`config.mk`:
```
export PLATFORM = sky130hd
export DESIGN_NAME = reg_file_v2
export DESIGN_NICKNAME = d
export VERILOG_FILES = /design/src/rtl/reg_file_pkg.sv /design/src/rtl/reg_file_rd_pipe.sv /design/src/rtl/reg_file_v2.sv
export SDC_FILE = /design/constraint.sdc
export NUM_CORES = 1
export LEC_CHECK = 0
export BUFFER_PORTS_ARGS = -buffer_cell sky130_fd_sc_hd__buf_2
export CAP_MARGIN = 20
export CORE_ASPECT_RATIO = 1.4
export CORE_UTILIZATION = 60
export DETAILED_ROUTE_END_ITERATION = 10
export GPL_ROUTABILITY_DRIVEN = 0
export HOLD_SLACK_MARGIN = 0.06
export PLACE_DENSITY_LB_ADDON = 0.12
export SYNTH_ARGS = -nofsm -noshare
export SYNTH_HDL_FRONTEND = slang
export SYNTH_SLANG_ARGS = --single-unit
```
`constraint.sdc`:
```
create_clock -name CLK -period 6.1 [get_ports CLK]
set_clock_uncertainty 0.1 [all_clocks]
set_input_delay 0.61 -clock CLK [delete_from_list [all_inputs] [get_ports CLK]]
set_output_delay 0.61 -clock CLK [all_outputs]
set_load 0.01 [all_outputs]
```
`src/rtl/reg_file_pkg.sv`:
```
// Shared constants for the configuration register bank: named register slots,
// their reset defaults and the legal read-latency check.
package reg_file_pkg;

  localparam int unsigned REG_ALU_OP_A  = 0;
  localparam int unsigned REG_ALU_OP_B  = 1;
  localparam int unsigned REG_UART_CFG  = 2;
  localparam int unsigned REG_DIV_RATIO = 3;

  localparam logic [7:0] DEF_UART_CFG  = 8'h81;
  localparam logic [7:0] DEF_DIV_RATIO = 8'h20;

  localparam int unsigned DEF_WIDTH = 8;
  localparam int unsigned DEF_DEPTH = 16;

  // 16 x 8-bit reset image; every slot not named above resets to zero.
  localparam logic [DEF_DEPTH*DEF_WIDTH-1:0] DEF_INIT_VALS =
      ((DEF_DEPTH*DEF_WIDTH)'(DEF_DIV_RATIO) << (REG_DIV_RATIO * DEF_WIDTH)) |
      ((DEF_DEPTH*DEF_WIDTH)'(DEF_UART_CFG)  << (REG_UART_CFG  * DEF_WIDTH));

  function automatic bit rd_lat_ok(input int unsigned lat);
    return (lat == 1) || (lat == 2);
  endfunction

endpackage

```
`src/rtl/reg_file_rd_pipe.sv`:
```
// Read-response delay line: a valid bit plus payload, Depth stages deep.
// Payload stages only load on valid so the output holds its last response.
module reg_file_rd_pipe #(
  parameter int unsigned Width = 9,
  parameter int unsigned Depth = 1
) (
  input  logic             clk_i,
  input  logic             rst_i,
  input  logic             valid_i,
  input  logic [Width-1:0] data_i,
  output logic             valid_o,
  output logic [Width-1:0] data_o
);

  logic [Depth-1:0] valid_q;
  logic [Width-1:0] data_q [Depth];

  always_ff @(posedge clk_i or posedge rst_i) begin
    if (rst_i) begin
      valid_q <= '0;
      for (int unsigned i = 0; i < Depth; i++) begin
        data_q[i] <= '0;
      end
    end else begin
      valid_q[0] <= valid_i;
      if (valid_i) begin
        data_q[0] <= data_i;
      end
      for (int unsigned i = 1; i < Depth; i++) begin
        valid_q[i] <= valid_q[i-1];
        if (valid_q[i-1]) begin
          data_q[i] <= data_q[i-1];
        end
      end
    end
  end

  assign valid_o = valid_q[Depth-1];
  assign data_o  = data_q[Depth-1];

endmodule

```
`src/rtl/reg_file_v2.sv`:
```
// Configuration register bank: masked writes, read-first same-cycle access,
// 1- or 2-cycle read latency, read-only protection and per-register change strobes.
module reg_file_v2
  import reg_file_pkg::*;
#(
  parameter int unsigned                WIDTH     = 8,
  parameter int unsigned                DEPTH     = 16,
  parameter int unsigned                ADDR_W    = 4,
  parameter int unsigned                NUM_EXP   = 4,
  parameter int unsigned                RD_LAT    = 1,
  parameter logic [DEPTH-1:0]           RO_MASK   = '0,
  parameter logic [DEPTH*WIDTH-1:0]     INIT_VALS = DEF_INIT_VALS
) (
  input  logic                     CLK,
  input  logic                     RST,
  input  logic                     WrEn,
  input  logic                     RdEn,
  input  logic [ADDR_W-1:0]        Address,
  input  logic [WIDTH-1:0]         WrData,
  input  logic [WIDTH-1:0]         WrMask,
  output logic [WIDTH-1:0]         RdData,
  output logic                     RdData_Valid,
  output logic                     RdErr,
  output logic                     WrErr,
  output logic [NUM_EXP*WIDTH-1:0] REGS,
  output logic [NUM_EXP-1:0]       Reg_Upd
);

  if (!rd_lat_ok(RD_LAT)) begin : g_bad_rd_lat
    $error("reg_file_v2: RD_LAT must be 1 or 2");
  end

  logic [WIDTH-1:0]   regs_q [DEPTH];
  logic [WIDTH-1:0]   regs_d [DEPTH];
  logic [NUM_EXP-1:0] upd_q, upd_d;
  logic               wr_err_q, wr_err_d;

  logic               in_range;
  logic               ro_hit;
  logic               wr_ok;
  logic [WIDTH-1:0]   rd_word;
  logic [WIDTH:0]     pipe_out;

  // A fully populated address space has no out-of-range codes.
  if (DEPTH == (2 ** ADDR_W)) begin : g_full_range
    assign in_range = 1'b1;
  end else begin : g_part_range
    assign in_range = (Address < ADDR_W'(DEPTH));
  end

  // Decode by explicit compare so unused address codes never alias a register.
  always_comb begin
    ro_hit  = 1'b0;
    rd_word = '0;
    for (int unsigned i = 0; i < DEPTH; i++) begin
      if (Address == ADDR_W'(i)) begin
        ro_hit  = RO_MASK[i];
        rd_word = regs_q[i];
      end
    end

    wr_ok    = WrEn && in_range && !ro_hit;
    wr_err_d = WrEn && !wr_ok;

    for (int unsigned i = 0; i < DEPTH; i++) begin
      regs_d[i] = regs_q[i];
      if (wr_ok && (Address == ADDR_W'(i))) begin
        regs_d[i] = (regs_q[i] & ~WrMask) | (WrData & WrMask);
      end
    end

    upd_d = '0;
    for (int unsigned i = 0; i < NUM_EXP; i++) begin
      upd_d[i] = (regs_d[i] != regs_q[i]);
    end
  end

  always_ff @(posedge CLK or posedge RST) begin
    if (RST) begin
      for (int unsigned i = 0; i < DEPTH; i++) begin
        regs_q[i] <= INIT_VALS[i*WIDTH +: WIDTH];
      end
      upd_q    <= '0;
      wr_err_q <= 1'b0;
    end else begin
      for (int unsigned i = 0; i < DEPTH; i++) begin
        regs_q[i] <= regs_d[i];
      end
      upd_q    <= upd_d;
      wr_err_q <= wr_err_d;
    end
  end

  // Read data is sampled from the pre-write bank, giving read-first ordering.
  reg_file_rd_pipe #(
    .Width (WIDTH + 1),
    .Depth (RD_LAT)
  ) u_rd_pipe (
    .clk_i   (CLK),
    .rst_i   (RST),
    .valid_i (RdEn),
    .data_i  ({!in_range, rd_word}),
    .valid_o (RdData_Valid),
    .data_o  (pipe_out)
  );

  assign RdData  = pipe_out[WIDTH-1:0];
  assign RdErr   = RdData_Valid && pipe_out[WIDTH];
  assign WrErr   = wr_err_q;
  assign Reg_Upd = upd_q;

  for (genvar g = 0; g < NUM_EXP; g++) begin : g_export
    assign REGS[g*WIDTH +: WIDTH] = regs_q[g];
  end

endmodule

```
* Word-level counts from Yosys, hierarchy flattened *
Cells that the tools add are included.

word-level totals
  logic and storage cells = 109
  register bits after elaboration = 141

cells by class
  equal/unequal tests = 19
  bitwise operators = 34
  mux-type cells = 20
  reductions and logical operators = 17

operators with widths
  operator                                                         number
  8-bit two-way mux                                                20
  8-bit AND                                                        17
  8-bit OR                                                         16
  4-bit == test, second input constant                             8
  8-bit != test                                                    4
  4-bit by 3-bit == test with 1-bit output, second input constant  4
  1-bit logical AND                                                16
  4-bit by 2-bit == test with 1-bit output, second input constant  2
  8-bit inverter                                                   1
  4-bit by 1-bit == test with 1-bit output, second input constant  1
  4-bit zero test                                                  1

* Longest topological paths before layout *
  word-level depth = 17
  gate-level depth with buffers = 9

* Modules after synthesis *
Synthesis repeated with hierarchy kept, for this count alone.

unflattened totals
  cells, all modules = 738
  area, all modules = 8,044.0 sq um

by module, submodules not included
  module            area an instance (sq um)  times used  cells each  seq. area each (sq um)
  reg_file_v2       7,643.6                   1           717         3,306.9
  reg_file_rd_pipe  400.4                     1           21          250.2

* Worst setup path before layout *
No wires, ideal clock.

  path type = input to register
  from = in Address[0]
  to = reg u_rd_pipe.data_q, in the netlist u_rd_pipe.data_o[7]
  required time = 5.866 ns
  cell stages on the path = 7
  setup slack = 4.096 ns
  path buffers = 2
  arrival time = 1.770 ns
  cell sequence = buf_6 -> buf_8 -> or4b_1 -> o21ai_1 -> a21oi_1 -> o32ai_2 -> a21oi_1

on the way
  longest elaborated chain between the ends = 17
  elaborated cells on any way between the ends = 32
  those cells by class = eq/ne (15); mux (16); reduce/logical (1)

RTL lines
  what                             RTL line                text
  from (decl)                      reg_file_v2.sv:18       input logic [ADDR_W-1:0] Address,
  4-bit zero test                  reg_file_v2.sv:56       if (Address == ADDR_W'(i)) begin
  8-bit two-way mux (15 in a row)  reg_file_v2.sv:56
  8-bit two-way mux *              reg_file_v2.sv:56
  to (signal, indexed assignment)  reg_file_rd_pipe.sv:32  data_q[i] <= data_q[i-1];
  to (decl)                        reg_file_rd_pipe.sv:16  logic [Width-1:0] data_q [Depth];

Mark *: on every way between the ends. The rest lies on a longest branch, timed or not.
A chain may end at the register's enable or synchronous reset.

==> results.md <==
- Run status: complete, no violations
- Initial antenna violation count: 0
- Data arrival, critical path: 3010 ps
- Share of total power in combinational logic: 18.7%
- Met3 wire length: 1532 um
- Total power: 2.929 mW
- Area of the multi-input gates: 0.004013 mm^2
- Reg clk slew, reported paths: 60 ps
- Area growth from synthesis to final layout: 7.912%
- Detailed route wirelength on metal2: 11040 um
- Number of setup violations in the final report: 0
- Nets: 790
- Sw Pwr: 0.8312 mW
- Final core area utilization: 66.08%
- Yosys synthesis warning count: 0
- Avg Synthesized Cell Area: 10.63 um^2
- Layout cell share with drive strength beyond 1: 32.86%
- Clock sink count: 141
- FF-to-FF setup slack: 4270 ps
- P_leak: 3.884 nW
- Clock Path Buffers: 2
- Post-CTS resize count: 0
- Crit end category: register
- Average wire per cell in the routed design: 23.49 um
- Actual transition at the worst max-transition pin: 930.9 ps
- H-tree Lvls: 4
- Synthesized cell area: 0.008160 mm^2
- Wire length the detailed router placed on met1: 9079 um
- Sequential Area: 0.003532 mm^2
- R2R depth: 5
- Maximum number of pins on one net before global-route repair: 74
- Vias in the first global route: 6112
- CTS Buf Count: 17
- Die Footprint: 0.01408 mm^2
- Count of input and output buffers: 68
- Post-Synthesis Cells: 768
- P_int: 2.097 mW
- Most used flip-flop cell after synthesis: dfrtp_1
- Filler cells: 1064
- Latest clock arrival within the worst-skew pair: 420 ps
- Final hold slack: 206.2 ps
- Total congestion overflow after global routing: 0
- Effective utilization at floorplan: 61.24%
- Final worst path period need: 2809 ps
- Critical Setup Path Class: in2reg
- Setup repair after global routing missed its margin: no
- Flip-flop and latch count after synthesis: 141
- Hold-fix buffers, CTS: 0
- F_max: 0.3560 GHz
- Total DRC errors in the routed layout: 0
- Row count: 50
- Maximum fanout along the worst path: 41
- Number of search-and-repair iterations in the first detailed-routing pass: 7
- Height of the die: 140.0 um
- R2r startpoint: REGS[22]$_DFF_PP0_
- Post-route setup TNS: 0 ps
- Highest routing layer actually used: met4
- Tcrit/Tclk final: 46.05%
- Max IR drop VDD: 0.0002156 V
- Share of flip-flops with an asynchronous set or reset after synthesis: 100.0%
- Sort of element at the start of the critical path: input port
- Worst EP required: 6300 ps
- Reg power frac: 43.1%
- Std-Cell Core Area: 0.01333 mm^2
- Final ANT Viol Nets: 0
- Power per cell area: 332.6 mW/mm^2
- Count of flip-flops with a built-in enable after synthesis: 0
- Root buf cell: clkbuf_16
- First-pass GRT wire length: 35560 um
- Half-perimeter wire length after placement: 14490 um
- Routed WL: 22570 um
- Number of max-slew violations in the final report: 0
- Detailed-route vias per instance: 6.375
- Count of routing violations after the opening detailed-route iteration: 445
- Number of unique standard cell types used by synthesis: 61
- Switching share of total power: 28.38%
- Portion of the post-synthesis area used by sequential elements: 43.28%
- MaxCap Viol Count: 0
- Hold WC Path Type: in2async
- TritonCTS clock tree: yes
- # Post-CTS Setup Buffers: 0
- Detailed-route via count: 6126
- Overall Global Routing Usage: 33.98%
- Final Hold Vio Count: 0
- Reg-to-reg endpoint: u_rd_pipe.data_o[6]$_DFFE_PP0P_
- Clk pwr share: 38.1%
- Relative slew slack: 37.81%
- Overall die width: 100.6 um
- I/O pin count: 71
- Final antenna diode count: 0
==> cell type report <==
cell class,instances,share of cell area [%]
multi-input combinational,527,45.57
sequential,141,40.11
clock buffer,22,5.385
timing repair buffer,71,4.120
tap,182,2.586
clock inverter,10,1.833
inverter,8,0.3978
==> cell families after synthesis <==
family / share of synthesized area, %
AO/OA/AOI/OAI: 9.292
XOR/XNOR: 3.435
buffers and inverters: 7.590
flip-flops: 43.28
multiplexers: 22.74
other: 0.04595
AND/OR/NAND/NOR: 13.62
==> synth_stat cells, drive strengths merged (11+ instances only) <==
library cell | count | share of area, %
o21ai | 13 | 0.80
nor2 | 27 | 1.9
mux2i | 23 | 2.8
buf | 58 | 5.6
a221oi | 13 | 1.5
dfrtp | 138 | 42
nand2 | 153 | 7.2
a21oi | 16 | 0.98
clkbuf | 35 | 1.6
nor3 | 11 | 1.2
mux2 | 132 | 18
xor2 | 32 | 3.4
==> worst max-delay path, stage by stage <==
cell and delay [ps]:
buf_2 680, buf_4 440, nand2b_1 240, nor3_4 550, nand2_1 130, mux2_1 330
==> placed cells by master (no fill, tap or decap), types with 4 or more instances in the layout <==
| cell | n |
|---|---|
| a221oi_1 | 12 |
| nor2_2 | 8 |
| inv_1 | 6 |
| a31oi_1 | 4 |
| o221ai_1 | 6 |
| o22ai_1 | 10 |
| xor2_1 | 32 |
| nand2b_1 | 6 |
| nor2b_1 | 8 |
| nor3_4 | 4 |
| or4b_1 | 4 |
| nor2_1 | 15 |
| nor3_1 | 7 |
| clkbuf_16 | 17 |
| a21oi_1 | 16 |
| a22o_1 | 10 |
| buf_2 | 68 |
| nand2_1 | 150 |
| a22oi_1 | 6 |
| nand4_1 | 4 |
| mux2i_1 | 23 |
| mux4_2 | 6 |
| dfrtp_1 | 138 |
| a21boi_0 | 5 |
| bufinv_16 | 4 |
| nor2_4 | 4 |
| a211oi_1 | 4 |
| o21ai_0 | 12 |
| mux2_1 | 15 |
| mux2_2 | 116 |
==> power by group through the flow <==
stage,sequential (mW),clock (mW),combinational (mW)
3_3_place_gp,1.26,0,0.528
2_1_floorplan,1.21,0,0.464
4_1_cts,1.26,1.13,0.546
6_report,1.26,1.12,0.548
3_5_place_dp,1.27,0,0.542
5_1_grt,1.28,1.17,0.592
==> worst max-delay path by stage <==
stage          slack [ps]                         endpoint  depth (start not counted)       start
3_3_place_gp         2960               REGS[24]$_DFF_PP0_                          6  Address[1]
3_5_place_dp         2930               REGS[24]$_DFF_PP0_                          6  Address[1]
4_1_cts              3360               REGS[24]$_DFF_PP0_                          6  Address[1]
2_1_floorplan        1610                REGS[0]$_DFF_PP0_                          1         RST
6_report             3290               REGS[24]$_DFF_PP0_                          6  Address[1]
5_1_grt              3180  u_rd_pipe.data_o[5]$_DFFE_PP0P_                          6  Address[1]
==> per-layer routing <==
| layer | vias up | global-route usage (%) |
|---|---|---|
| met1 | 3088 | 45.70 |
| met2 | 327 | 53.93 |
| met3 | 59 | 4.840 |
| met5 | - | 0 |
| met4 | 0 | 16.48 |
| li1 | 2652 | - |
==> per-stage QoR <==
stage	worst slack (ps)	cells	cell area, um^2
detailed placement	2926	929	8170
CTS	3363	961	8806
global placement	2960	929	8170
floorplan	1614	769	8164
global route	3180	961	8806
finish	3291	961	8806
(Power assumes the default switching activity.)
